## src/rtl/cpu_pkg.sv

```systemverilog
// Shared CPU definitions: ALU opcodes and the operand-source encodings
// used by decode and the ID/EX stage.
package cpu_pkg;

  localparam logic [3:0] ALU_ADDU = 4'b0000;
  localparam logic [3:0] ALU_SUBU = 4'b0001;
  localparam logic [3:0] ALU_ADD  = 4'b0010;
  localparam logic [3:0] ALU_SUB  = 4'b0011;
  localparam logic [3:0] ALU_AND  = 4'b0100;
  localparam logic [3:0] ALU_OR   = 4'b0101;
  localparam logic [3:0] ALU_XOR  = 4'b0110;
  localparam logic [3:0] ALU_NOR  = 4'b0111;
  localparam logic [3:0] ALU_LUI  = 4'b1000;
  localparam logic [3:0] ALU_SLTU = 4'b1010;
  localparam logic [3:0] ALU_SLT  = 4'b1011;
  localparam logic [3:0] ALU_SRA  = 4'b1100;
  localparam logic [3:0] ALU_SRL  = 4'b1101;
  localparam logic [3:0] ALU_SLL  = 4'b1110;

  // Shifts carry the amount on a and the shifted value on b.
  typedef enum logic [1:0] {
    ASEL_RS       = 2'd0,
    ASEL_SHAMT    = 2'd1,
    ASEL_RS_SHAMT = 2'd2,
    ASEL_ZERO     = 2'd3
  } asel_e;

  typedef enum logic [1:0] {
    BSEL_RT      = 2'd0,
    BSEL_IMM_SX  = 2'd1,
    BSEL_IMM_ZX  = 2'd2,
    BSEL_ZERO    = 2'd3
  } bsel_e;

endpackage

```

## src/rtl/fwd_mux.sv

```systemverilog
// Forwarding selector for one source operand: MEM producer beats WB producer,
// and register 0 is never forwarded.
module fwd_mux #(
  parameter int XLEN    = 32,
  parameter int RADDR_W = 5
) (
  input  logic [RADDR_W-1:0] addr,
  input  logic [XLEN-1:0]    stored,
  input  logic               mem_we,
  input  logic [RADDR_W-1:0] mem_addr,
  input  logic [XLEN-1:0]    mem_data,
  input  logic               wb_we,
  input  logic [RADDR_W-1:0] wb_addr,
  input  logic [XLEN-1:0]    wb_data,
  output logic [XLEN-1:0]    eff
);

  logic mem_hit;
  logic wb_hit;

  assign mem_hit = mem_we && (mem_addr != '0) && (mem_addr == addr);
  assign wb_hit  = wb_we  && (wb_addr  != '0) && (wb_addr  == addr);

  always_comb begin
    eff = stored;
    if (mem_hit)
      eff = mem_data;
    else if (wb_hit)
      eff = wb_data;
  end

endmodule

```

## src/rtl/id_ex_operand_stage.sv

```systemverilog
// ID/EX pipeline register: latches decoded fields, forwards from MEM/WB,
// selects ALU operands and reports load-use hazards to decode.
module id_ex_operand_stage
  import cpu_pkg::*;
#(
  parameter int XLEN    = 32,
  parameter int RADDR_W = 5
) (
  input  logic               clk,
  input  logic               rst,
  input  logic               stall,
  input  logic               flush,
  input  logic               in_valid,
  input  logic [RADDR_W-1:0] in_rs_addr,
  input  logic [RADDR_W-1:0] in_rt_addr,
  input  logic [RADDR_W-1:0] in_rd_addr,
  input  logic [XLEN-1:0]    in_rs_data,
  input  logic [XLEN-1:0]    in_rt_data,
  input  logic [15:0]        in_imm16,
  input  logic [4:0]         in_shamt,
  input  logic [1:0]         in_asel,
  input  logic [1:0]         in_bsel,
  input  logic [3:0]         in_aluc,
  input  logic               in_reg_we,
  input  logic               in_is_load,
  input  logic               mem_fwd_we,
  input  logic [RADDR_W-1:0] mem_fwd_addr,
  input  logic [XLEN-1:0]    mem_fwd_data,
  input  logic               wb_fwd_we,
  input  logic [RADDR_W-1:0] wb_fwd_addr,
  input  logic [XLEN-1:0]    wb_fwd_data,
  output logic [XLEN-1:0]    alu_a,
  output logic [XLEN-1:0]    alu_b,
  output logic [3:0]         alu_aluc,
  output logic               out_valid,
  output logic [RADDR_W-1:0] out_rd_addr,
  output logic               out_reg_we,
  output logic               out_is_load,
  output logic [XLEN-1:0]    out_rt_fwd,
  output logic               load_use_hazard
);

  logic [RADDR_W-1:0] rs_addr_q, rt_addr_q;
  logic [XLEN-1:0]    rs_data_q, rt_data_q;
  logic [15:0]        imm_q;
  logic [4:0]         shamt_q;
  logic [1:0]         asel_q, bsel_q;
  logic [XLEN-1:0]    rs_eff, rt_eff;

  logic wb_hits_in_rs, wb_hits_in_rt, wb_hits_q_rs, wb_hits_q_rt;

  // WB writes the regfile in the same cycle decode reads it, so the read
  // data may be stale; the same WB value can also retire while we are held.
  assign wb_hits_in_rs = wb_fwd_we && (wb_fwd_addr != '0) && (wb_fwd_addr == in_rs_addr);
  assign wb_hits_in_rt = wb_fwd_we && (wb_fwd_addr != '0) && (wb_fwd_addr == in_rt_addr);
  assign wb_hits_q_rs  = wb_fwd_we && (wb_fwd_addr != '0) && (wb_fwd_addr == rs_addr_q);
  assign wb_hits_q_rt  = wb_fwd_we && (wb_fwd_addr != '0) && (wb_fwd_addr == rt_addr_q);

  always_ff @(posedge clk or posedge rst) begin
    if (rst) begin
      out_valid   <= 1'b0;
      out_reg_we  <= 1'b0;
      out_is_load <= 1'b0;
      out_rd_addr <= '0;
      alu_aluc    <= 4'b0000;
      rs_addr_q   <= '0;
      rt_addr_q   <= '0;
      rs_data_q   <= '0;
      rt_data_q   <= '0;
      imm_q       <= '0;
      shamt_q     <= '0;
      asel_q      <= '0;
      bsel_q      <= '0;
    end else if (flush) begin
      out_valid   <= 1'b0;
      out_reg_we  <= 1'b0;
      out_is_load <= 1'b0;
      out_rd_addr <= '0;
      alu_aluc    <= ALU_ADDU;
      rs_addr_q   <= '0;
      rt_addr_q   <= '0;
      rs_data_q   <= '0;
      rt_data_q   <= '0;
      imm_q       <= '0;
      shamt_q     <= '0;
      asel_q      <= '0;
      bsel_q      <= '0;
    end else if (stall) begin
      if (wb_hits_q_rs) rs_data_q <= wb_fwd_data;
      if (wb_hits_q_rt) rt_data_q <= wb_fwd_data;
    end else begin
      out_valid   <= in_valid;
      out_reg_we  <= in_reg_we;
      out_is_load <= in_is_load;
      out_rd_addr <= in_rd_addr;
      alu_aluc    <= in_aluc;
      rs_addr_q   <= in_rs_addr;
      rt_addr_q   <= in_rt_addr;
      rs_data_q   <= wb_hits_in_rs ? wb_fwd_data : in_rs_data;
      rt_data_q   <= wb_hits_in_rt ? wb_fwd_data : in_rt_data;
      imm_q       <= in_imm16;
      shamt_q     <= in_shamt;
      asel_q      <= in_asel;
      bsel_q      <= in_bsel;
    end
  end

  fwd_mux #(.XLEN(XLEN), .RADDR_W(RADDR_W)) u_fwd_rs (
    .addr     (rs_addr_q),
    .stored   (rs_data_q),
    .mem_we   (mem_fwd_we),
    .mem_addr (mem_fwd_addr),
    .mem_data (mem_fwd_data),
    .wb_we    (wb_fwd_we),
    .wb_addr  (wb_fwd_addr),
    .wb_data  (wb_fwd_data),
    .eff      (rs_eff)
  );

  fwd_mux #(.XLEN(XLEN), .RADDR_W(RADDR_W)) u_fwd_rt (
    .addr     (rt_addr_q),
    .stored   (rt_data_q),
    .mem_we   (mem_fwd_we),
    .mem_addr (mem_fwd_addr),
    .mem_data (mem_fwd_data),
    .wb_we    (wb_fwd_we),
    .wb_addr  (wb_fwd_addr),
    .wb_data  (wb_fwd_data),
    .eff      (rt_eff)
  );

  always_comb begin
    alu_a = '0;
    case (asel_q)
      ASEL_RS:       alu_a = rs_eff;
      ASEL_SHAMT:    alu_a = {{(XLEN-5){1'b0}}, shamt_q};
      ASEL_RS_SHAMT: alu_a = {{(XLEN-5){1'b0}}, rs_eff[4:0]};
      default:       alu_a = '0;
    endcase
  end

  always_comb begin
    alu_b = '0;
    case (bsel_q)
      BSEL_RT:     alu_b = rt_eff;
      BSEL_IMM_SX: alu_b = {{(XLEN-16){imm_q[15]}}, imm_q};
      BSEL_IMM_ZX: alu_b = {{(XLEN-16){1'b0}}, imm_q};
      default:     alu_b = '0;
    endcase
  end

  assign out_rt_fwd = rt_eff;

  // Load data is only available after MEM, so a dependent instruction in
  // decode must wait; the hazard controller turns this into stall + flush.
  assign load_use_hazard = out_valid && out_is_load && (out_rd_addr != '0) &&
                           ((out_rd_addr == in_rs_addr) || (out_rd_addr == in_rt_addr)) &&
                           in_valid;

endmodule
```

## config.mk

```make
export PLATFORM = sky130hd
export DESIGN_NAME = id_ex_operand_stage
export DESIGN_NICKNAME = d
export VERILOG_FILES = /design/src/rtl/cpu_pkg.sv /design/src/rtl/fwd_mux.sv /design/src/rtl/id_ex_operand_stage.sv
export SDC_FILE = /design/constraint.sdc
export NUM_CORES = 1
export LEC_CHECK = 0
export CORE_ASPECT_RATIO = 0.5
export CORE_MARGIN = 2
export CORE_UTILIZATION = 45
export CTS_CLUSTER_SIZE = 40
export DETAILED_ROUTE_END_ITERATION = 10
export PLACE_DENSITY = 0.79
export SYNTH_ARGS = -nofsm -noshare
export SYNTH_HDL_FRONTEND = slang
export SYNTH_SLANG_ARGS = --single-unit
```

## constraint.sdc

```tcl
create_clock -name clk -period 5.65 [get_ports clk]
set_clock_uncertainty 0.15 [all_clocks]
set_input_delay 1.4125 -clock clk [delete_from_list [all_inputs] [get_ports clk]]
set_output_delay 1.4125 -clock clk [all_outputs]
set_load 0.01 [all_outputs]
```

==> impl_metrics.toml <==
[timing]
fmax_ghz = 0.177
slew_violations = 0
grt_setup_unrepaired = "yes"
timing.setup.tns_ns = 0
finalCritPeriodShare = 0.999
post-route-min-period_ns = 5.65
slew_headroom = 0.248
tightest_slew_ns = 1.13
setup-violations-final = 0
hold_violations = 0

[clock_network]
htreeDepth = 3
cts_num_sinks = 111
clk_path_buf_depth = 2
clock_latency_ns = 0.36
postCtsHoldBufs = 0
cts_tree = "done"
cts-buffers-inserted = 9
clk_pin_slew_ns = 0.07
clockRootBuffer = "clkbuf_16"

[route]
wl_per_cell_um = 21.8
drt-pass1-iter-count = 8
wirelength_mm = 32.2
drc = 0
drtIter0Drc = 1067
num_vias = 9149
avgViaCountPerCell = 6.20
drtAntennaViolNets = 0

[logic_synthesis]
syn_inst = 944
synth_area_per_cell_sq_um = 8.63
yosysTopAreaCell = "dfrtp_1"
ys_seq_area_frac = 0.341
yosys-top-cells-count = "dfrtp_1, mux2i_1, a211oi_1, clkbuf_1, nor2_1"
synth_seq_cells = 111
ys_warn_count = 0
async_reset_ff_frac = 1.00
synth_flop_cell = "dfrtp_1"
synth_top_area_share = 0.341
synthTopCellsByArea = "dfrtp_1, mux2i_1, a211oi_1"
syn_area_sq_um = 8140
post-synth-top-count-cell = "dfrtp_1"
synth_cell_types = 44
synth_nets = 1135
synth_edf_count = 0

[worst_setup_path]
endpoint = "alu_a[3]"
cp.buffers_inverters = 2
crit_path_max_fanout = 6
cpLargestDelayFamily = "buffers and inverters"
r2r_slack_ns = 3.17
critical_path.startpoint = "wb_fwd_addr[0]"
worstPathRequired_ns = 4.09
rr_endpoint = "rt_data_q[2]$_DFF_PP0_"
r2r_cells = 7
cp_slowest_cell = "clkdlybuf4s50_1"
r2r_start = "rt_addr_q[2]$_DFFE_PP0P_"
cpPeakStageDelay_ns = 0.61
crit_type = "input port to output pin"
path_cells = "clkdlybuf4s50_1, or4_4, o211a_4, a21boi_0, a211oi_1, o31ai_1, clkdlybuf4s50_1"
critPathArrivalTime_ns = 4.08
critPathMostFrequentCell = "clkdlybuf4s50_1"
start_kind = "input port"
end_kind = "output pin"
worst-path-stages = 7

[placed_design]
dp_hpwl_mm = 22.9
port_buffers = 299
gp_congestion = 0.914

[die]
dieArea_sq_um = 19300
fp.dieH_um = 99.1
std_cell_rows = 34
die_w_um = 194
start_util = 0.465
core_area_sq_um = 17500
ios = 300

[grt]
grt_max_degree = 88
grt_overflow = 0
grtUsageTotal = 0.323
grt_pass1_vias = 8903
antenna_found_initial = 0
grt_pass1_wl_mm = 49.4

[outcome]
status = "finished clean"

[cells_and_area]
n_antenna_cell = 0
area_delta_synth_final_pct = 52.2
nNetsFinal = 1429
drive_above_1_share = 0.136

[power]
power_density_nw_per_um2 = 197
peakVddDrop_uv = 167
p_leak_uw = 0.00547
power_uw = 2450

[job]
cap_violations = 0

[hold_path]
hold_path.class = "flip-flop to flip-flop"
## placed cells by master (no fill, tap or decap), types with 14 or more instances in the layout
master,count
mux2i_1,95
nor3_1,38
o21ai_0,27
xnor2_1,30
a31oi_1,28
a221oi_2,14
a21oi_1,64
nand2_1,52
inv_1,27
a21o_1,16
dlymetal6s2s_1,30
nor2_1,63
clkdlybuf4s50_1,266
o31ai_1,18
nor4_1,55
buf_4,81
dfrtp_1,111
a211oi_1,79
## worst min-delay path by stage
stage | from | endpoint | depth (start not counted)
after floorplan | shamt_q[0]$_DFFE_PP0P_ | shamt_q[0]$_DFFE_PP0P_ | 2
after global placement | shamt_q[3]$_DFFE_PP0P_ | shamt_q[3]$_DFFE_PP0P_ | 2
after detailed placement | shamt_q[2]$_DFFE_PP0P_ | shamt_q[2]$_DFFE_PP0P_ | 2
after CTS | shamt_q[2]$_DFFE_PP0P_ | shamt_q[2]$_DFFE_PP0P_ | 2
after global routing | imm_q[8]$_DFFE_PP0P_ | imm_q[8]$_DFFE_PP0P_ | 2
final | imm_q[14]$_DFFE_PP0P_ | imm_q[14]$_DFFE_PP0P_ | 2
## power by group
part | internal [uW] | switching, uW | total, uW
sequential | 845 | 32.0 | 877
combinational | 431 | 431 | 862
clock | 398 | 309 | 707
## flip-flops by register name, summed over array words and instances (netlist names)
| name | cells |
|---|---|
| rt_data_q | 32 |
| alu_aluc | 4 |
| shamt_q | 5 |
| bsel_q | 2 |
| rs_data_q | 32 |
| out_valid | 1 |
| asel_q | 2 |
| rs_addr_q | 5 |
| rt_addr_q | 5 |
| out_rd_addr | 5 |
| imm_q | 16 |
| out_is_load | 1 |
| out_reg_we | 1 |
## per-layer routing
layer | part of all wire | GRT usage | vias to the layer above | routed length, um
met5 | 0 | 0 | - | 0
met4 | 0.039 | 0.133 | 0 | 1260
met3 | 0.069 | 0.0614 | 102 | 2210
met2 | 0.48 | 0.536 | 470 | 15400
met1 | 0.42 | 0.419 | 4447 | 13400
li1 | - | - | 4130 | -
## layout make-up
cell class	instances	area [sq um]
tap	234	293
sequential	111	2780
inverter	29	111
multi-input combinational	695	5020
clock inverter	4	70.1
timing repair buffer	392	3880
fill	1362	5130
clock buffer	11	243
## kinds of logic (layout without fill, tap and decap cells)
| kind of cell | Yosys count | in the layout | synth area share |
|---|---|---|---|
| AOI/OAI and AO/OA | 314 | 314 | 0.275 |
| xor gates and xnor gates | 42 | 42 | 0.0452 |
| buffers and inverters | 138 | 436 | 0.0717 |
| DFF | 111 | 111 | 0.341 |
| muxes | 105 | 105 | 0.129 |
| and+or+nand+nor | 234 | 234 | 0.138 |
## worst min-delay path: cells and delay by family, from the launching register on
family | cells | cell delay (ns)
simple gates | 1 | 0.07
flops | 1 | 0.35
mux | 1 | 0.07
## metrics by stage
stage | hold WS (ns) | utilization | cells | setup WS [ns] | cell area (sq um)
6_report | 0.378 | 0.707 | 1476 | 0.00356 | 12400
5_1_grt | 0.407 | 0.707 | 1476 | -0.0444 | 12400
4_1_cts | 0.382 | 0.690 | 1470 | -0.00817 | 12100
3_5_place_dp | 0.364 | 0.669 | 1455 | -0.0538 | 11700
3_3_place_gp | 0.353 | 0.669 | 1455 | -0.0317 | 11700
2_1_floorplan | 0.339 | - | 944 | 0.835 | 8140
## repair_timing
| item | CTS | global route |
|---|---|---|
| pin swaps | 0 | 11 |
| setup buffers | 0 | 4 |
| endpoints found under the setup margin | 39 | 84 |
| gates cloned | 0 | 2 |
| gates resized for setup | 15 | 73 |
No activity file was read; power rests on OpenSTA's default activity.
